===== src/rtl/subneg_pkg.sv =====
// Shared types and constants for the SUBNEG fetch/execute sequencer.
// Word width is a module parameter, so instruction storage is sized in the core.
package subneg_pkg;

    typedef enum logic [2:0] {
        S_IDLE,
        S_FA,
        S_FB,
        S_FC,
        S_LA,
        S_LB,
        S_EXEC,
        S_HALT
    } state_e;

    localparam int INSTR_WORDS      = 3;
    localparam int CYCLES_PER_INSTR = 6;

    function automatic logic [15:0] sat_inc(input logic [15:0] v);
        return (v == 16'hFFFF) ? v : v + 16'd1;
    endfunction

endpackage


===== src/rtl/subneg_alu.sv =====
// Combinational SUBNEG datapath: wrapping subtract plus sign of the result.
module subneg_alu #(
    parameter int WIDTH = 8
) (
    input  logic [WIDTH-1:0] minuend,
    input  logic [WIDTH-1:0] subtrahend,
    output logic [WIDTH-1:0] diff,
    output logic             neg
);

    assign diff = minuend - subtrahend;
    assign neg  = diff[WIDTH-1];

endmodule


===== src/rtl/subneg_core.sv =====
// Multi-cycle SUBNEG sequencer: fetch A,B,C, load mem[A] and mem[B], write back
// the difference and branch on its sign. One state per cycle, six per instruction.
module subneg_core
    import subneg_pkg::*;
#(
    parameter int               WIDTH     = 8,
    parameter logic [WIDTH-1:0] RESET_PC  = '0,
    parameter logic [WIDTH-1:0] HALT_ADDR = {WIDTH{1'b1}}
) (
    input  logic             clk,
    input  logic             rst_n,
    input  logic             start,
    output logic [WIDTH-1:0] mem_addr,
    output logic             mem_rd,
    output logic             mem_wr,
    output logic [WIDTH-1:0] mem_wdata,
    input  logic [WIDTH-1:0] mem_rdata,
    output logic             busy,
    output logic             halted,
    output logic [WIDTH-1:0] pc,
    output logic [15:0]      instr_cnt
);

    typedef struct packed {
        logic [WIDTH-1:0] a;
        logic [WIDTH-1:0] b;
        logic [WIDTH-1:0] c;
    } instr_t;

    state_e           state;
    instr_t           instr;
    logic [WIDTH-1:0] opa;
    logic [WIDTH-1:0] res;
    logic             res_neg;

    // In EXEC mem_rdata carries mem[B] from the L_B read.
    subneg_alu #(.WIDTH(WIDTH)) u_alu (
        .minuend   (mem_rdata),
        .subtrahend(opa),
        .diff      (res),
        .neg       (res_neg)
    );

    always_ff @(posedge clk or negedge rst_n) begin
        if (!rst_n) begin
            state     <= S_IDLE;
            instr     <= '0;
            opa       <= '0;
            pc        <= RESET_PC;
            instr_cnt <= '0;
            busy      <= 1'b0;
            halted    <= 1'b0;
        end else begin
            case (state)
                S_IDLE, S_HALT: begin
                    if (start) begin
                        pc        <= RESET_PC;
                        instr_cnt <= '0;
                        busy      <= 1'b1;
                        halted    <= 1'b0;
                        state     <= S_FA;
                    end
                end
                S_FA: state <= S_FB;
                S_FB: begin
                    instr.a <= mem_rdata;
                    state   <= S_FC;
                end
                S_FC: begin
                    instr.b <= mem_rdata;
                    state   <= S_LA;
                end
                S_LA: begin
                    instr.c <= mem_rdata;
                    state   <= S_LB;
                end
                S_LB: begin
                    opa   <= mem_rdata;
                    state <= S_EXEC;
                end
                S_EXEC: begin
                    instr_cnt <= sat_inc(instr_cnt);
                    if (res_neg && instr.c == HALT_ADDR) begin
                        busy   <= 1'b0;
                        halted <= 1'b1;
                        state  <= S_HALT;
                    end else if (res_neg) begin
                        pc    <= instr.c;
                        state <= S_FA;
                    end else begin
                        pc    <= pc + WIDTH'(INSTR_WORDS);
                        state <= S_FA;
                    end
                end
                default: state <= S_IDLE;
            endcase
        end
    end

    // Bus is decoded from state so reset drops the strobes immediately.
    always_comb begin
        mem_addr  = '0;
        mem_rd    = 1'b0;
        mem_wr    = 1'b0;
        mem_wdata = '0;
        case (state)
            S_FA: begin
                mem_addr = pc;
                mem_rd   = 1'b1;
            end
            S_FB: begin
                mem_addr = pc + WIDTH'(1);
                mem_rd   = 1'b1;
            end
            S_FC: begin
                mem_addr = pc + WIDTH'(2);
                mem_rd   = 1'b1;
            end
            S_LA: begin
                mem_addr = instr.a;
                mem_rd   = 1'b1;
            end
            S_LB: begin
                mem_addr = instr.b;
                mem_rd   = 1'b1;
            end
            S_EXEC: begin
                mem_addr  = instr.b;
                mem_wr    = 1'b1;
                mem_wdata = res;
            end
            default: ;
        endcase
    end

endmodule


===== config.mk =====
export PLATFORM = sky130hd
export DESIGN_NAME = subneg_core
export DESIGN_NICKNAME = d
export VERILOG_FILES = /design/src/rtl/subneg_pkg.sv /design/src/rtl/subneg_alu.sv /design/src/rtl/subneg_core.sv
export SDC_FILE = /design/constraint.sdc
export NUM_CORES = 1
export LEC_CHECK = 0
export BUFFER_PORTS_ARGS = -buffer_cell sky130_fd_sc_hd__buf_2
export CAP_MARGIN = 10
export CORE_ASPECT_RATIO = 1.2
export CORE_MARGIN = 8
export CORE_UTILIZATION = 34
export CTS_CLUSTER_DIAMETER = 40
export DETAILED_ROUTE_END_ITERATION = 7
export HOLD_SLACK_MARGIN = 0.15
export PLACE_DENSITY_LB_ADDON = 0.2
export SLEW_MARGIN = 20
export SYNTH_ARGS = -nofsm -noshare
export SYNTH_HDL_FRONTEND = slang
export SYNTH_HIERARCHICAL = 1
export SYNTH_SLANG_ARGS = --single-unit

===== constraint.sdc =====
create_clock -name clk -period 8.2 [get_ports clk]
set_input_delay 2.46 -clock clk [delete_from_list [all_inputs] [get_ports clk]]
set_output_delay 2.46 -clock clk [all_outputs]
set_load 0.005 [all_outputs]

==> results.md, run 1 <==
- Status: complete, no violations
- Die W: 113 um
- Max Clk Rate: around 150 MHz
- Vias in the first global route: 3,343
- Area growth syn-to-layout: 18.0%
- Top FF cell, synth: dfrtp_1
- Gr usage total: 14.1%
- Synth top area share: 39.9%
- Initial Util: 34.8%
- Peak supply drop: 0.198 mV
- Ant diodes: 0
- Crit Path Class: input port to primary output
- Max Cap Viol: 0
- Final setup fails: 0
- Dpl cell area: roughly 4200 sq um
- First-pass GRT wire length: 17,000 um
- Clock transition at path regs: roughly 0.050 ns
- Final worst slack: 1.46 ns
- Initial antenna violation count: 0
- Clock Tree Buf Depth: 2
- HP Start: instr[9]
- Cell Area, Synth: 3830 sq um
- Footprint of the multi-input gates: 2100 sq um
- Net Switching: between 0.7 and 0.8 mW
- Core Region: about 11,000 sq um
- Die area: ~15,000 sq um
- Number of flops mapped to enable cells by yosys: 0
- CTS root buffer: clkbuf_16
- Synth area leader: dfrtp_1
- CTS tree: yes
- I/O pin cnt: 55
- Layout cells sized above 1: 24.7%
- CTS Hold Buffers Added: 0
- # rows: 42
- Drt first pass iters: 4
- Remaining Overflow, GRT: 0
- DR DRC count: 0
- Die height: 132 um
- WL final: approximately 10,000 um
- Place WS: approximately 1.5 ns
- H-tree depth: 3
- Dpl cells: 585
- RSZ-0062 raised after global routing: false
- Clock power share: a little under a quarter
- CP max FO: 19
- Slew Limit Fails: 0
- Post-route ant nets: 0
- Sequential-to-total area share from yosys stat: around two fifths
- Iter 0 DRT Violations: between 150 and 200
- Seq pwr share: 30.2%
- # fillers: 1,115
- Wire per inst: 17.1 um
- Hold WS: 0.487 ns
- Fin crit share: 82.2%
- Min Tclk post-route: 6.74 ns
- Clock latency on the worst-skew pair: 0.33 ns
- TritonCTS Buffers: 9
- Async SR Flop Fraction: between 90% and 100%
- Internal power: 1.06 mW
- Reg-to-Reg Start: opa[2]
- Total power: 1.78 mW
- Critical path capture point type: primary output
- Total clock sinks: 61
- Worst setup startpoint: mem_rdata[2]
- Mapped Cells: around 420
- Final core utilization: 41.1%
- Via Count: 3,271
- Final hold vios: 0
- Commonest non-fill, non-tap cells in the layout: dfrtp_1 (61), nand2_1 (55), buf_2 (54)
- Register bit count reported by yosys: between 60 and 70
- Data arrival, critical path: ~4.3 ns
- Most common cell after layout, fill and taps aside: dfrtp_1
- Number of vias per cell: 5.44
- Synth warnings: 6
- Clock Skew: 0.00824 ns
- RePlAce Congestion: 0.799
- Synth area leaders: dfrtp_1 (40%), mux2_2 (7.9%), nand2_1 (5.4%)
- Syn nets: 442
- Net Sw Frac: 40.6%
- Critical path launch point type: input port
- Slew HR: a little over two fifths
- Port Buf Inserts: 54
- Worst slew pin tran: 0.845 ns
- Req. time, crit path: approximately 5.7 ns
- Post-CTS Setup Bufs: 0
- Reg area: 1530 sq um
- Post-cts resize count: 0
- Setup TNS: 0 ns
- Combinational share of power: 46.3%
- Post-DP HPWL: about 7400 um
- Hold Path Class: register to register
- Lkg Pwr: 2.07 nW
- Fin nets: 489
- Distinct cells, synth: 63
- Non-filler instance count after layout: roughly 600
- Syn avg cell area: 9.18 sq um
- Design Area, Final: 4520 sq um
- PD cells: 394 nW/um^2
- Largest net degree at the start of global routing: 62
==> final cells by class <==
cell class	count	area share, %
Clock buffer	11	5.60
Sequential cell	61	33.8
Clock inverter	5	1.80
Multi-Input combinational cell	312	46.6
Timing Repair Buffer	59	6.82
Tap cell	132	3.66
Inverter	21	1.75
==> power by group through the flow <==
stage	Combinational (mW)	Clock (mW)	Sequential, mW
2_1_floorplan	0.633	0	0.494
3_3_place_gp	0.822	0	0.541
3_5_place_dp	0.830	0	0.543
4_1_cts	0.834	0.428	0.538
5_1_grt	0.924	0.440	0.559
6_report	0.825	0.418	0.538
==> synth_stat cells, drive strengths merged (2+ instances only) <==
cell,number
a32o,2
and2,3
and3,10
o21bai,2
ha,13
mux2i,2
a22o,2
dfrtp,61
xor2,6
o31a,2
nand2b,5
nand3,9
nand4,4
or3,7
buf,16
nand2,56
a221oi,4
o2111ai,4
nor3,9
mux2,27
inv,21
and4,3
xnor2,10
o31ai,2
o211ai,2
nor2b,4
o21ai,28
a31oi,7
o22ai,5
nor2,25
a21oi,34
a21o,4
a211oi,2
a22oi,3
clkbuf,7
==> cell families after synthesis <==
| kind of cell | after synthesis | share of synthesized area (%) |
|---|---|---|
| xor+xnor | 16 | 3.66 |
| mux | 29 | 8.47 |
| compound gates | 112 | 19.6 |
| flops | 61 | 39.9 |
| fa+ha+maj | 14 | 4.77 |
| buf+inv | 44 | 5.13 |
| simple gates | 141 | 18.5 |
==> state kept, by name, summed over array words and instances, names as in the netlist <==
signal     count
opa            8
halted         1
instr         24
pc             8
instr_cnt     16
busy           1
state          3
==> path summary, 6_finish.rpt <==
check,to,slack [ns],cells after the start
worst min register to register,instr[9],0.49,2
max in group asynchronous,instr[9],5.37,2
worst max-delay path,mem_wdata[7],1.46,9
worst min-delay path,instr[9],0.49,2
min in group asynchronous,instr_cnt[0],2.29,2
worst max register to register,pc[5],5.07,12
==> worst max-delay path: stages <==
cell,delay [ns]
buf_2,0.13
ha_1,0.37
o211ai_2,0.20
a21oi_2,0.06
or3_1,0.34
a31oi_1,0.17
buf_4,0.25
and3_1,0.18
buf_2,0.11
==> metal layers <==
layer	global-route usage, %	part of all wire, %	vias to the layer above
met5	0	0	-
met4	5.48	2.0	0
met3	3.44	4.7	14
met2	23.8	48	91
met1	16.7	45	1574
li1	-	-	1592
No activity file was read; power rests on OpenSTA's default activity.
==> run 2: changes to the inputs <==
Clock period 8.2 ns to 5.8 ns, I/O delays scaled along.
==> run 2 against run 1 <==
Effect of this change:
- sequential power grew 46%
- sequential cell count is the same
- global-route usage is essentially flat
- highest routed layer unchanged
==> results.md, run 2 (same netlist as run 1, synthesis figures left out) <==
- Fin nets: roughly 490
- Layout cells sized above 1: 24.7%
- CP max FO: 5
- Ant diodes: 0
- Max Clk Rate: around 190 MHz
- Clock Skew: 0.00456 ns
- Core Region: 11,000 sq um
- RSZ-0062 raised after global routing: false
- Clock latency on the worst-skew pair: 0.32 ns
- Top reg by flops: instr
- R2R Setup Slk: between 2 and 3 ns
- First-pass GRT wire length: 16,900 um
- Data arrival, critical path: ~3.4 ns
- # fillers: 1,119
- Clock transition at path regs: 0.05 ns
- WL final: 10,300 um
- Total power: 2.46 mW
- Initial Util: 34.8%
- Total clock sinks: 61
- CTS tree: yes
- Drt first pass iters: 4
- H-tree depth: 3
- Fin crit share: ~89%
- Via Count: between 3,000 and 4,000
- Post-route ant nets: 0
- DR DRC count: 0
- Post-cts resize count: 0
- RePlAce Congestion: 0.832
- Gr usage total: between 10% and 20%
- Non-filler instance count after layout: 602
- Crit Path Class: input port to primary output
- Final hold vios: 0
- Critical path capture point type: primary output
- Lkg Pwr: between 2 and 2.5 nW
- Vias in the first global route: 3,212
- Max reg flops: 24
- I/O pin cnt: 55
- # rows: 42
- CTS Hold Buffers Added: 0
- CTS root buffer: clkbuf_16
- Iter 0 DRT Violations: 236
- Remaining Overflow, GRT: 0
- Post-CTS Setup Bufs: 0
- Area growth syn-to-layout: 17.3%
- Top Registers: instr x24, instr_cnt x16
- Final core utilization: around 40%
- Die W: 113 um
- Req. time, crit path: 4.06 ns
- Dpl cells: 587
- Largest net degree at the start of global routing: 62
- Die height: 132 um
- Critical path launch point type: input port
- Status: complete, no violations
- PD cells: 548 nW/um^2
- Setup TNS: 0 ns
- Peak supply drop: between 0.2 and 0.3 mV
- Slew Limit Fails: 0
- Slew HR: 46.9%
- Commonest non-fill, non-tap cells in the layout: dfrtp_1 (61), nand2_1 (55), buf_2 (54)
- TritonCTS Buffers: 9
- Clock Tree Buf Depth: 2
- Most common cell after layout, fill and taps aside: dfrtp_1
- Initial antenna violation count: 0
- Worst slew pin tran: 0.796 ns
- Number of vias per cell: 5.44
- Port Buf Inserts: 54
- Final setup fails: 0
- Max Cap Viol: 0
- Wire per inst: 17.1 um
- Hold Path Class: register to register
- Post-DP HPWL: 7370 um
- Min Tclk post-route: 5.18 ns
- Die area: 14,900 sq um
==> run 2: changes by cell type in the layout (fill, tap and decap cells not counted) <==
cell | before | now
buf_4 | 5 | 7
bufinv_16 | 2 | 1
clkbuf_1 | 0 | 1
clkbuf_8 | 2 | 1
clkinv_2 | 1 | 2
clkinv_4 | 0 | 1
clkinvlp_4 | 1 | 0
inv_6 | 1 | 0
==> run 2: critical path: stages <==
cell	delay, ns
buf_2	0.12
inv_1	0.06
ha_1	0.15
inv_1	0.05
fa_1	0.42
a211oi_1	0.22
o21bai_1	0.10
a21oi_1	0.18
xnor2_1	0.13
and3_1	0.16
buf_2	0.11
==> run 2: per-stage QoR <==
step	setup slack [ns]	hold slack, ns	area [sq um]
6_report	0.622	0.477	4490
5_1_grt	0.382	0.517	4490
4_1_cts	0.604	0.480	4490
3_5_place_dp	0.624	0.467	4200
3_3_place_gp	0.614	0.466	4200
2_1_floorplan	0.938	0.446	3830
==> run 2: worst paths after layout <==
check	start	to	cells after the start
setup reg to reg	opa[2]	pc[5]	12
hold / removal	instr[9]	instr[9]	2
setup / recovery	mem_rdata[0]	mem_wdata[6]	11
min in group asynchronous	rst_n	instr_cnt[4]	2
hold reg to reg	instr[9]	instr[9]	2
max in group asynchronous	rst_n	instr[13]	2
==> run 2: final cells by class <==
cell class,count,area [sq um],area share [%]
well taps,132,165,3.68
inverters,21,78.8,1.76
clock inverters,4,48.8,1.09
flip-flops and latches,61,1530,34.0
multi-input cells,312,2100,46.9
clock buffers,11,243,5.41
repair buffers,61,323,7.19
==> run 2: routing by layer <==
layer  part of all wire, %  GRT usage [%]
met5                     0              0
met3                   3.9           3.02
met2                    48           23.1
met1                    47           18.0
met4                   1.3           4.66
==> run 2: where the power goes <==
group / internal [mW] / leakage [nW] / switching, mW
Sequential: 0.586 / 0.764 / 0.196
Combinational: 0.517 / 1.15 / 0.634
Clock: 0.341 / 0.145 / 0.184
Total: 1.44 / 2.06 / 1.01
==> run 3: changes to the inputs <==
--- a/config.mk
+++ b/config.mk
@@ -8,5 +8,4 @@
 export BUFFER_PORTS_ARGS = -buffer_cell sky130_fd_sc_hd__buf_2
-export CAP_MARGIN = 10
+export CAP_MARGIN = 0
 export CORE_ASPECT_RATIO = 1.2
-export CORE_MARGIN = 8
 export CORE_UTILIZATION = 34
==> constraint.sdc (replaced) <==
create_clock -name clk -period 5.8 [get_ports clk]
set_input_delay 0.87 -clock clk [delete_from_list [all_inputs] [get_ports clk]]
set_output_delay 0.87 -clock clk [all_outputs]
set_load 0.005 [all_outputs]
==> run 3 against run 2 <==
Effect of this change:
- final cell count shrank 0.33%
- power shrank 2.7%
- largest cell class unchanged
- critical path type is now register to primary output
- sequential power grew 1%
- worst hold slack lost 0.0025 ns
==> results.md, run 3 (same netlist as run 1, synthesis figures left out) <==
- Lkg Pwr: 2.03 nW
- Fin crit share: 66.5%
- Iter 0 DRT Violations: 227
- Post-DP HPWL: 7100 um
- Initial antenna violation count: 0
- CTS root buffer: clkbuf_16
- Cells on worst reg2reg path: 12
- Largest net degree at the start of global routing: between 60 and 70
- Wire per inst: 16.6 um
- Bufs and invs on worst path: 2
- Remaining Overflow, GRT: 0
- Area growth syn-to-layout: 15.9%
- Net Switching: 1.01 mW
- Die W: 98.8 um
- Req. time, crit path: 4.93 ns
- Clock transition at path regs: roughly 0.05 ns
- Hold depth: 2
- Critical path launch point type: register
- Initial Util: 34.8%
- CTS tree: yes
- TritonCTS Buffers: 9
- Status: complete, no violations
- Most common cell after layout, fill and taps aside: dfrtp_1
- Clock latency on the worst-skew pair: 0.33 ns
- Layout cells sized above 1: between 20 and 25%
- # fillers: 1,119
- Via Count: 3,316
- Final setup fails: 0
- Data arrival, critical path: 2.98 ns
- Post-cts resize count: 0
- Final hold vios: 0
- Reg-to-Reg Start: opa[1]
- Internal power: 1.38 mW
- Setup TNS: 0 ns
- WL final: 9950 um
- Clock Skew: 0.00643 ns
- Final core utilization: 40.4%
- Clock power share: 19.6%
- Crit Path Class: register to primary output
- Footprint of the multi-input gates: roughly 2100 sq um
- Crit-path slowest cell: dfrtp_1
- Hold path endpoint: instr[9]
- CP max FO: 23
- Number of vias per cell: between 5 and 6
- CTS Hold Buffers Added: 0
- Critical path capture point type: primary output
- Reg area: 1530 sq um
- Net Sw Frac: 42.4%
- CP Cell Sequence: nor2b_1 -> nand2_2 -> inv_2 -> a222oi_1 -> o21ai_0 -> buf_2
- Combinational share of power: 47.3%
- R2R Path End: pc[2]
- Worst slew pin tran: 0.882 ns
- Top Registers: instr x24, instr_cnt x16
- Largest stage delay, worst path: ~0.81 ns
- H-tree depth: 3
- Vias in the first global route: 3,283
- R2R Setup Slk: 2.70 ns
- Dpl cells: 584
- Fin nets: 488
- Die height: about 120 um
- Top reg by flops: instr
- Commonest non-fill, non-tap cells in the layout: dfrtp_1 (61), nand2_1 (55), buf_2 (54)
- Seq pwr share: 33.1%
- Post-route ant nets: 0
- Total clock sinks: 61
- Post-CTS Setup Bufs: 0
- Gr usage total: a little under a fifth
- Die area: 11,700 sq um
- Hold WS: 0.475 ns
- Max Cap Viol: 0
- RePlAce Congestion: 0.857
- Drt first pass iters: 4
- # rows: 42
- Crit path max-delay family: simple AND/OR/NAND/NOR gates
- Hold Path Class: register to register
- Ant diodes: 0
- First-pass GRT wire length: 16,600 um
- Non-filler instance count after layout: 600
- Slew HR: 41.2%
- Max reg flops: 24
- Peak supply drop: 0.259 mV
- RSZ-0062 raised after global routing: false
- Min Tclk post-route: 3.85 ns
- Core Region: 11,000 sq um
- Max Clk Rate: between 200 and 300 MHz
- DR DRC count: 0
- Port Buf Inserts: 54
- PD cells: 539 nW/um^2
- Slew Limit Fails: 0
- HP Start: instr[9]
- Clock Tree Buf Depth: 2
- I/O pin cnt: 55
-- run 3: worst reg2reg max path, stage by stage (launching register included) --
cell and delay, ns:
dfrtp_1 0.37, inv_1 0.10, ha_1 0.23, or2b_1 0.21, a21oi_2 0.09, or3_1 0.35, a31oi_1 0.17, buf_4 0.25
nand2_1 0.11, or3_1 0.53, o21ai_2 0.36, a21oi_1 0.09, o22ai_1 0.16
-- run 3: metrics by stage --
step	worst slack [ns]	total power, mW	instance area [sq um]
after global placement	2.15	1.91	4170
after floorplan	2.60	1.59	3830
final	1.95	2.39	4430
after CTS	1.93	2.41	4430
after detailed placement	2.06	1.93	4170
after global routing	1.62	2.59	4430
-- run 3: final cells by class --
cell class	instances	area share [%]
clock buffers	11	5.25
inverters	21	1.78
flip-flops and latches	61	34.4
multi-input cells	312	47.4
well taps	132	3.72
repair buffers	58	6.77
clock inverters	5	0.621
-- run 3: worst max-delay path by stage --
stage,start,to,depth (start not counted)
floorplan,mem_rdata[2],pc[5],12
global placement,mem_rdata[2],pc[4],12
detailed placement,mem_rdata[2],pc[5],12
CTS,state[1],mem_addr[6],6
global route,state[1],mem_addr[6],6
finish,state[1],mem_addr[6],6
-- run 3: power groups by stage --
stage                     Clock, mW  Combinational (mW)  Sequential, mW
after floorplan                   0               0.896           0.698
after global placement            0                1.12           0.793
after detailed placement          0                1.13           0.796
after CTS                     0.481                1.14           0.790
after global routing          0.496                1.27           0.821
final                         0.469                1.13           0.791
-- run 3: layer usage --
layer | GRT usage, % | wire, um
met5 | 0 | 0
met4 | 7.93 | 250
met3 | 3.08 | 467
met2 | 29.6 | 4810
met1 | 23.2 | 4420
